==> config.mk <==
export PLATFORM = sky130hd
export DESIGN_NAME = walnut_ctrl
export DESIGN_NICKNAME = d
export VERILOG_FILES = /design/src/rtl/walnut_ctrl.sv
export SDC_FILE = /design/constraint.sdc
export NUM_CORES = 1
export LEC_CHECK = 0
export BUFFER_PORTS_ARGS = -buffer_cell sky130_fd_sc_hd__buf_4
export CORE_UTILIZATION = 56
export DETAILED_ROUTE_END_ITERATION = 10
export PLACE_DENSITY_LB_ADDON = 0.08
export SLEW_MARGIN = 20
export SYNTH_ARGS = -nofsm -noshare
export SYNTH_HDL_FRONTEND = slang
export SYNTH_SLANG_ARGS = --single-unit
==> constraint.sdc <==
create_clock -name clk -period 2.42 [get_ports clk]
set_clock_uncertainty 0.2 [all_clocks]
set_input_delay 0.121 -clock clk [delete_from_list [all_inputs] [get_ports clk]]
set_output_delay 0.121 -clock clk [all_outputs]
set_load 0.01 [all_outputs]
==> src/rtl/walnut_ctrl.sv <==
// walnut_ctrl: lifecycle controller for one walnut sprite slot.
// Plants the walnut on the lawn grid, tracks its health under zombie bites,
// produces idle eye blinks while alive and a flashing death animation, and
// presents registered position/blink/enable signals to the sprite renderer.
module walnut_ctrl #(
  parameter logic [6:0] HEALTH_MAX   = 7'd40,
  parameter logic [2:0] ROWS         = 3'd5,
  parameter logic [3:0] COLS         = 4'd9,
  parameter logic [9:0] ORIGIN_H     = 10'd60,
  parameter logic [9:0] ORIGIN_V     = 10'd80,
  parameter logic [9:0] CELL_W       = 10'd64,
  parameter logic [9:0] CELL_H       = 10'd80,
  parameter logic [7:0] BLINK_PERIOD = 8'd180,
  parameter logic [7:0] BLINK_LEN    = 8'd8,
  parameter logic [5:0] DEATH_FRAMES = 6'd32
) (
  input  logic       clk,
  input  logic       rst,
  input  logic       frame_tick,
  input  logic       place,
  input  logic [2:0] place_row,
  input  logic [3:0] place_col,
  input  logic       bite,
  output logic [9:0] wVPos,
  output logic [9:0] wHPos,
  output logic       blink,
  output logic       enable,
  output logic [6:0] health,
  output logic       occupied,
  output logic       dead
);

  typedef enum logic [1:0] {
    S_IDLE  = 2'd0,
    S_ALIVE = 2'd1,
    S_DYING = 2'd2
  } state_t;

  localparam logic [7:0] BLINK_START = BLINK_PERIOD - BLINK_LEN;
  localparam logic [5:0] DEATH_LAST  = DEATH_FRAMES - 6'd1;

  state_t     r_state;
  logic [9:0] r_vpos;
  logic [9:0] r_hpos;
  logic       r_blink;
  logic       r_enable;
  logic [6:0] r_health;
  logic       r_occupied;
  logic       r_dead;
  logic [7:0] r_frame_cnt;
  logic [5:0] r_death_cnt;

  logic       w_place_ok;
  logic [7:0] w_frame_nxt;
  logic [5:0] w_death_nxt;
  logic [9:0] w_hpos_new;
  logic [9:0] w_vpos_new;

  // Next-value helpers: place validity, grid-to-pixel mapping, counter increments
  always_comb begin
    w_place_ok  = place && (place_row < ROWS) && (place_col < COLS);
    w_hpos_new  = ORIGIN_H + (10'(place_col) * CELL_W);
    w_vpos_new  = ORIGIN_V + (10'(place_row) * CELL_H);
    w_frame_nxt = r_frame_cnt;
    if (frame_tick) begin
      w_frame_nxt = (r_frame_cnt == BLINK_PERIOD - 8'd1) ? 8'd0 : r_frame_cnt + 8'd1;
    end
    w_death_nxt = r_death_cnt + 6'd1;
  end

  // Lifecycle FSM; every output is a register updated here
  always_ff @(posedge clk or posedge rst) begin
    if (rst) begin
      r_state     <= S_IDLE;
      r_vpos      <= 10'd0;
      r_hpos      <= 10'd0;
      r_blink     <= 1'b0;
      r_enable    <= 1'b0;
      r_health    <= 7'd0;
      r_occupied  <= 1'b0;
      r_dead      <= 1'b0;
      r_frame_cnt <= 8'd0;
      r_death_cnt <= 6'd0;
    end else begin
      r_dead <= 1'b0;
      case (r_state)
        S_IDLE: begin
          r_enable   <= 1'b0;
          r_blink    <= 1'b0;
          r_occupied <= 1'b0;
          // a tick arriving with place is not counted: counter restarts at 0
          if (w_place_ok) begin
            r_state     <= S_ALIVE;
            r_hpos      <= w_hpos_new;
            r_vpos      <= w_vpos_new;
            r_health    <= HEALTH_MAX;
            r_frame_cnt <= 8'd0;
            r_enable    <= 1'b1;
            r_occupied  <= 1'b1;
          end
        end

        S_ALIVE: begin
          r_enable    <= 1'b1;
          r_occupied  <= 1'b1;
          r_frame_cnt <= w_frame_nxt;
          r_blink     <= (w_frame_nxt >= BLINK_START);
          // place is ignored here; bite wins over a simultaneous place
          if (bite) begin
            r_health <= r_health - 7'd1;
            if (r_health == 7'd1) begin
              r_dead      <= 1'b1;
              r_state     <= S_DYING;
              r_death_cnt <= 6'd0;
              r_blink     <= 1'b1;
            end
          end
        end

        S_DYING: begin
          r_blink <= 1'b1;
          if (frame_tick) begin
            if (r_death_cnt == DEATH_LAST) begin
              r_state     <= S_IDLE;
              r_death_cnt <= 6'd0;
              r_enable    <= 1'b0;
              r_occupied  <= 1'b0;
              r_blink     <= 1'b0;
            end else begin
              r_death_cnt <= w_death_nxt;
              // flash: visible for 4 frames, hidden for 4 frames
              r_enable    <= ~w_death_nxt[2];
            end
          end
        end

        default: begin
          r_state <= S_IDLE;
        end
      endcase
    end
  end

  assign wVPos    = r_vpos;
  assign wHPos    = r_hpos;
  assign blink    = r_blink;
  assign enable   = r_enable;
  assign health   = r_health;
  assign occupied = r_occupied;
  assign dead     = r_dead;

endmodule
# --- Word level (Yosys, flattened, before mapping) ---
# Index checks and enable logic that the tools add are counted.
word_totals:
  reg_bits: 47
  input_bits: 12
  output_inout_bits: 31
  elab_cells: 76
classes:
  n_addsub: 5
  multipliers: 1
  order_cmp: 3
  n_eq_ne: 10
  mux: 33
  bitwise_logic: 1
  n_reduce_logical: 13
op_table:
  columns: ["cell", "n"]
  rows:
  - ["$mux W6", 4]
  - ["$mux W8", 3]
  - ["$pmux W8 S2", 1]
  - ["$mux W7", 2]
  - ["$pmux W7 S2", 1]
  - ["$mux W1", 12]
  - ["$pmux W6 S2", 1]
  - ["$add A6 B10 Y10 const A", 1]
  - ["$add A7 B10 Y10 const A", 1]
  - ["$mux W2", 5]
  - ["$ne A2 B2 Y1 const B", 5]
  - ["$pmux W1 S3", 3]
  - ["$add A8 B1 Y8 const B", 1]
  - ["$eq A8 B8 Y1 const B", 1]
  - ["$ge A8 B8 Y1 const B", 1]
  - ["$eq A7 B1 Y1 const B", 1]
  - ["$sub A7 B1 Y7 const B", 1]
  - ["$add A6 B1 Y6 const B", 1]
  - ["$eq A6 B5 Y1 const B", 1]
  - ["$mul A3 B3 Y6 const B", 1]
  - ["$pmux W2 S3", 1]
  - ["$reduce_and A2 Y1", 3]
  - ["$reduce_and A3 Y1", 2]
  - ["$reduce_and A5 Y1", 1]
  - ["other kinds (10)", 12]

# --- Longest topological paths before layout ---
logic_depth:
  depth_word: 7
  ltp_mapped: 9
  depth_no_buf: 7

# --- Worst setup path before layout ---
# OpenSTA, ideal clock, no wires.
synth_timing:
  kind: "reg2reg"
  start: "reg r_health[1] (netlist: health[1])"
  end: "reg r_death_cnt[5]"
  setup_time_ps: 110
  arrival_time_ps: 1638
  required_time_ps: 2110
  path_slack_ps: 472
  stages_incl_launch_ff: 7
  n_path_buf: 0
  synth_period_minus_slack_ps: 1948
  path_cell_list: "dfrtp_1 inv_1 ha_1 and4bb_1 a31oi_1 or3_1 o41ai_1"
synth_via:
  elab_chain_len: 3
synth_rtl:
  columns: ["item", "line", "source"]
  rows:
  - ["start: declaration", "47", "logic [6:0] r_health;"]
  - ["start signal: assignment", "110", "r_health <= r_health - 7'd1;"]
  - ["$eq A7 B1 Y1", "111", "if (r_health == 7'd1) begin"]
  - ["$ne A2 B2 Y1 (no source line)", null, null]
  - ["$reduce_and A4 Y1 (no source line)", null, null]
  - ["end signal: assignment", "130", "r_death_cnt <= w_death_nxt;"]
  - ["end: declaration", "51", "logic [5:0] r_death_cnt;"]
# No other way between the ends.
# A chain may end at the register's enable or synchronous reset.

# --- Final worst setup path ---
layout_timing:
  start: "reg r_state[1]"
  end: "reg r_death_cnt[3]"
layout_via:
  elab_chain_len: 3
  elab_cells_between_ends: 8
  classes_between: "eq/ne (5); mux (1); reduce/logical (2)"
layout_rtl:
  columns: ["item", "line", "source"]
  rows:
  - ["start: declaration", "42", "state_t r_state;"]
  - ["start signal: assignment", "74", "r_state <= S_IDLE;"]
  - ["start signal: assignment", "93", "r_state <= S_ALIVE;"]
  - ["start signal: assignment", "113", "r_state <= S_DYING;"]
  - ["$eq A2 B1 Y1 or $eq A2 B2 Y1 (tied branches)", "86", "case (r_state)"]
  - ["$ne A2 B2 Y1 (no source line) or $reduce_bool A2 Y1 (tied branches)", null, null]
  - ["$reduce_and A4 Y1 (no source line)", null, null]
# Several ways; a longest one is shown, not always the timed one.

==> metrics.md <==
| Metric | Value |
|---|---|
| Worst setup EP type | flip-flop |
| Clock transition at path regs | 70 ps |
| Pre-CTS setup slack | 240 ps |
| Unrepaired setup endpoints after global routing | false |
| Initial Utilization | 58.7% |
| Worst hold slack | 125 ps |
| Max-Cap Viols | 0 |
| Met2 Routed Length | 2400 um |
| Flop-to-flop setup slack | 210 ps |
| Most common cell in the netlist | dfrtp_1 |
| CP arrival | 2180 ps |
| Clk Latency, worst-skew pair | 290 ps |
| Slew HR | 62.0% |
| Post-route minimum period | 2210 ps |
| Hpwl dp | 3580 um |
| Vias | 2002 |
| Die width | 66.8 um |
| Sequential cell area fraction in the yosys report | 40.5% |
| Placed cell area | 0.00263 sq mm |
| Synth cell count leaders | dfrtp_1 (38), nand2_1 (30), o21ai_0 (28), nor2_1 (20), ha_1 (12) |
| Final Max Tran Viols | 0 |
| Critical setup path kind | reg -> reg |
| Critical Path Max Stage Delay | 410 ps |
| Crit-path cells | inv_1 -> ha_1 -> a31oi_1 -> or2_0 -> o41ai_1 |
| Clk sinks | 38 |
| Post-synth ARST share | 100% |
| Maximum VDD drop | 0.509 mV |
| Final WL | 5060 um |
| Final period util | 91.3% |
| Yosys cell types | 47 |
| Slowest stage cell on the critical path | dfrtp_1 |
| Initial antenna violation count | 0 |
| Num ports | 43 |
| Synth top area share | 40.5% |
| CTS tree | yes |
| Row count | 23 |
| Finish-stage setup viols | 0 |
| Fill cells | 326 |
| Setup TNS | 0 ps |
| Avg Synthesized Cell Area | 9.00 sq um |
| Ant diodes | 0 |
| GP Congestion | 0.833 |
| Layout cells sized above 1 | 19.7% |
| Drt wl/cell | 14.3 um |
| Post-synthesis register bit count | 38 |
| Synth warnings | 0 |
| Leak | 1.26 nW |
| WL met1 | 2360 um |
| Critical-path maximum fanout | 14 |
| Wire length on met3 | 255 um |
| Total global-route track usage | 25.4% |
| Via/cell ratio | 5.66 |
| Ranking of synthesized cells by area | dfrtp_1 (40%), ha_1 (6.4%), o21ai_0 (6.0%) |
| Vias in the first global route | 1839 |
| Post-route ant nets | 0 |
| Final Hold Vio Count | 0 |
| Layout Nets | 329 |
| Fmax | 453 MHz |
| DRT iter0 DRCs | 175 |
| Pwr Total | 0.00250 W |
| CTS HTree Levels | 2 |
| Top sig layer | met4 |
| Die height | 66.8 um |
| Min-delay worst type | in -> reg |
| WP data required | 2400 ps |
| CTS buffer count | 5 |
| Largest net degree at the start of global routing | 39 |
| Most used DFF post-synth | dfrtp_1 |
| Worst Tran Pin Value | 565 ps |
| CP Launch Type | flip-flop |
| Global-route wire length before repair | 8510 um |
| DIE AREA | 0.00446 sq mm |
| Core box area | 0.00400 sq mm |
| CTS Buffer Depth | 2 |
| Synthesized area | 0.00235 sq mm |
| Power Dens Cells | 890 mW/mm^2 |
| Area leader, netlist | dfrtp_1 |
| Final instance area | 0.00281 sq mm |
| Worst setup margin | 211 ps |
| GRT overflow | 0 |
| Remaining DRCs | 0 |
| Outcome | finished clean |
| Synthesis-to-layout area growth | 19.7% |
| Syn Inst Count | 261 |
| Root Buffer | clkbuf_8 |
| Number of detailed-route iterations in the first pass | 6 |
| Port Buffer Count | 36 |
| Post-synth EDFFs | 0 |
-- cell families (layout without fill, tap and decap cells) --
kind of cell	Yosys count	count (layout)	synth area share [%]
fa+ha+maj	12	12	6.39
buf+inv	29	67	6.55
mux	8	8	3.68
flops	38	38	40.5
compound gates	69	69	19.0
other cells	1	6	0.160
xor+xnor	8	8	2.98
simple gates	96	96	20.8
-- metrics by stage --
| step | std cells | util [%] |
|---|---|---|
| 6_report | 354 | 70.3 |
| 5_1_grt | 354 | 70.3 |
| 4_1_cts | 354 | 70.1 |
| 3_5_place_dp | 339 | 65.8 |
| 3_3_place_gp | 339 | 65.8 |
| 2_1_floorplan | 266 | - |
-- registers in the layout (all words and copies together) (netlist names) --
| register | count |
|---|---|
| blink | 1 |
| health | 7 |
| r_frame_cnt | 8 |
| occupied | 1 |
| enable | 1 |
| dead | 1 |
| r_state | 2 |
| wHPos | 5 |
| r_death_cnt | 6 |
| wVPos | 6 |
-- layout make-up --
class	instances	area, sq um	area share [%]
flip-flops and latches	38	951	33.8
repair buffers	52	413	14.7
clock buffers	6	82.6	2.94
inverters	9	33.8	1.20
well taps	50	62.6	2.23
multi-input cells	199	1270	45.1
-- worst max-delay path: cells and delay by family (launching register included) --
family / cells / cell delay, ps
AOI/OAI and AO/OA: 2 / 630
and+or+nand+nor: 1 / 370
DFF: 1 / 410
buffers and inverters: 1 / 90
adders and majority gates: 1 / 410
-- timing repair --
action,CTS,global route
endpoints found under the hold margin,46,0
gates resized for setup,0,2
setup endpoints to repair,0,6
hold buffers,9,0
setup buffers,0,0
-- where the power goes --
group          internal, W  switching [W]
registers         0.000801       0.000161
logic             0.000510       0.000601
clock network     0.000220       0.000211
-- final timing paths --
kind / cells past startpoint / end / start
setup / recovery: 5 / r_death_cnt[3]$_DFFE_PP0P_ / r_state[1]$_DFFE_PP0P_
hold / removal: 4 / wVPos[6]$_DFFE_PP0P_ / place_row[2]
setup reg to reg: 5 / r_death_cnt[3]$_DFFE_PP0P_ / r_state[1]$_DFFE_PP0P_
hold reg to reg: 2 / wVPos[8]$_DFFE_PP0P_ / wVPos[8]$_DFFE_PP0P_
max in group asynchronous: 4 / wVPos[6]$_DFFE_PP0P_ / rst
min in group asynchronous: 4 / r_death_cnt[1]$_DFFE_PP0P_ / rst
-- placed cells by master, fill, tap and decap left out, types with 2 or more instances in the layout --
| cell | netlist | layout |
|---|---|---|
| a21oi_1 | 10 | 10 |
| conb_1 | 1 | 6 |
| xnor2_1 | 2 | 2 |
| o31ai_1 | 4 | 4 |
| dlygate4sd3_1 | 0 | 9 |
| xor2_1 | 6 | 6 |
| buf_4 | 10 | 43 |
| o21ai_0 | 28 | 28 |
| clkbuf_8 | 0 | 6 |
| o22a_1 | 3 | 3 |
| ha_1 | 12 | 12 |
| nand3b_1 | 3 | 3 |
| dfrtp_1 | 38 | 38 |
| a22o_1 | 4 | 4 |
| nor2b_1 | 3 | 3 |
| a31oi_1 | 4 | 4 |
| mux2_2 | 5 | 5 |
| a211o_1 | 2 | 2 |
| a21o_1 | 2 | 2 |
| nor3_1 | 5 | 5 |
| inv_1 | 9 | 9 |
| mux2i_1 | 3 | 3 |
| nand2_1 | 30 | 29 |
| and3_1 | 2 | 2 |
| nand2b_1 | 4 | 4 |
| nand4_1 | 9 | 9 |
| nor2_1 | 20 | 20 |
| or3_1 | 3 | 3 |
| o41ai_1 | 3 | 3 |
| nand3_1 | 9 | 9 |
-- routing by layer --
layer	vias up	track usage, %
met2	58	39.6
met3	4	6.68
met4	0	6.38
met1	932	34.7
li1	1008	-
met5	-	0
No activity file was read; power rests on OpenSTA's default activity.
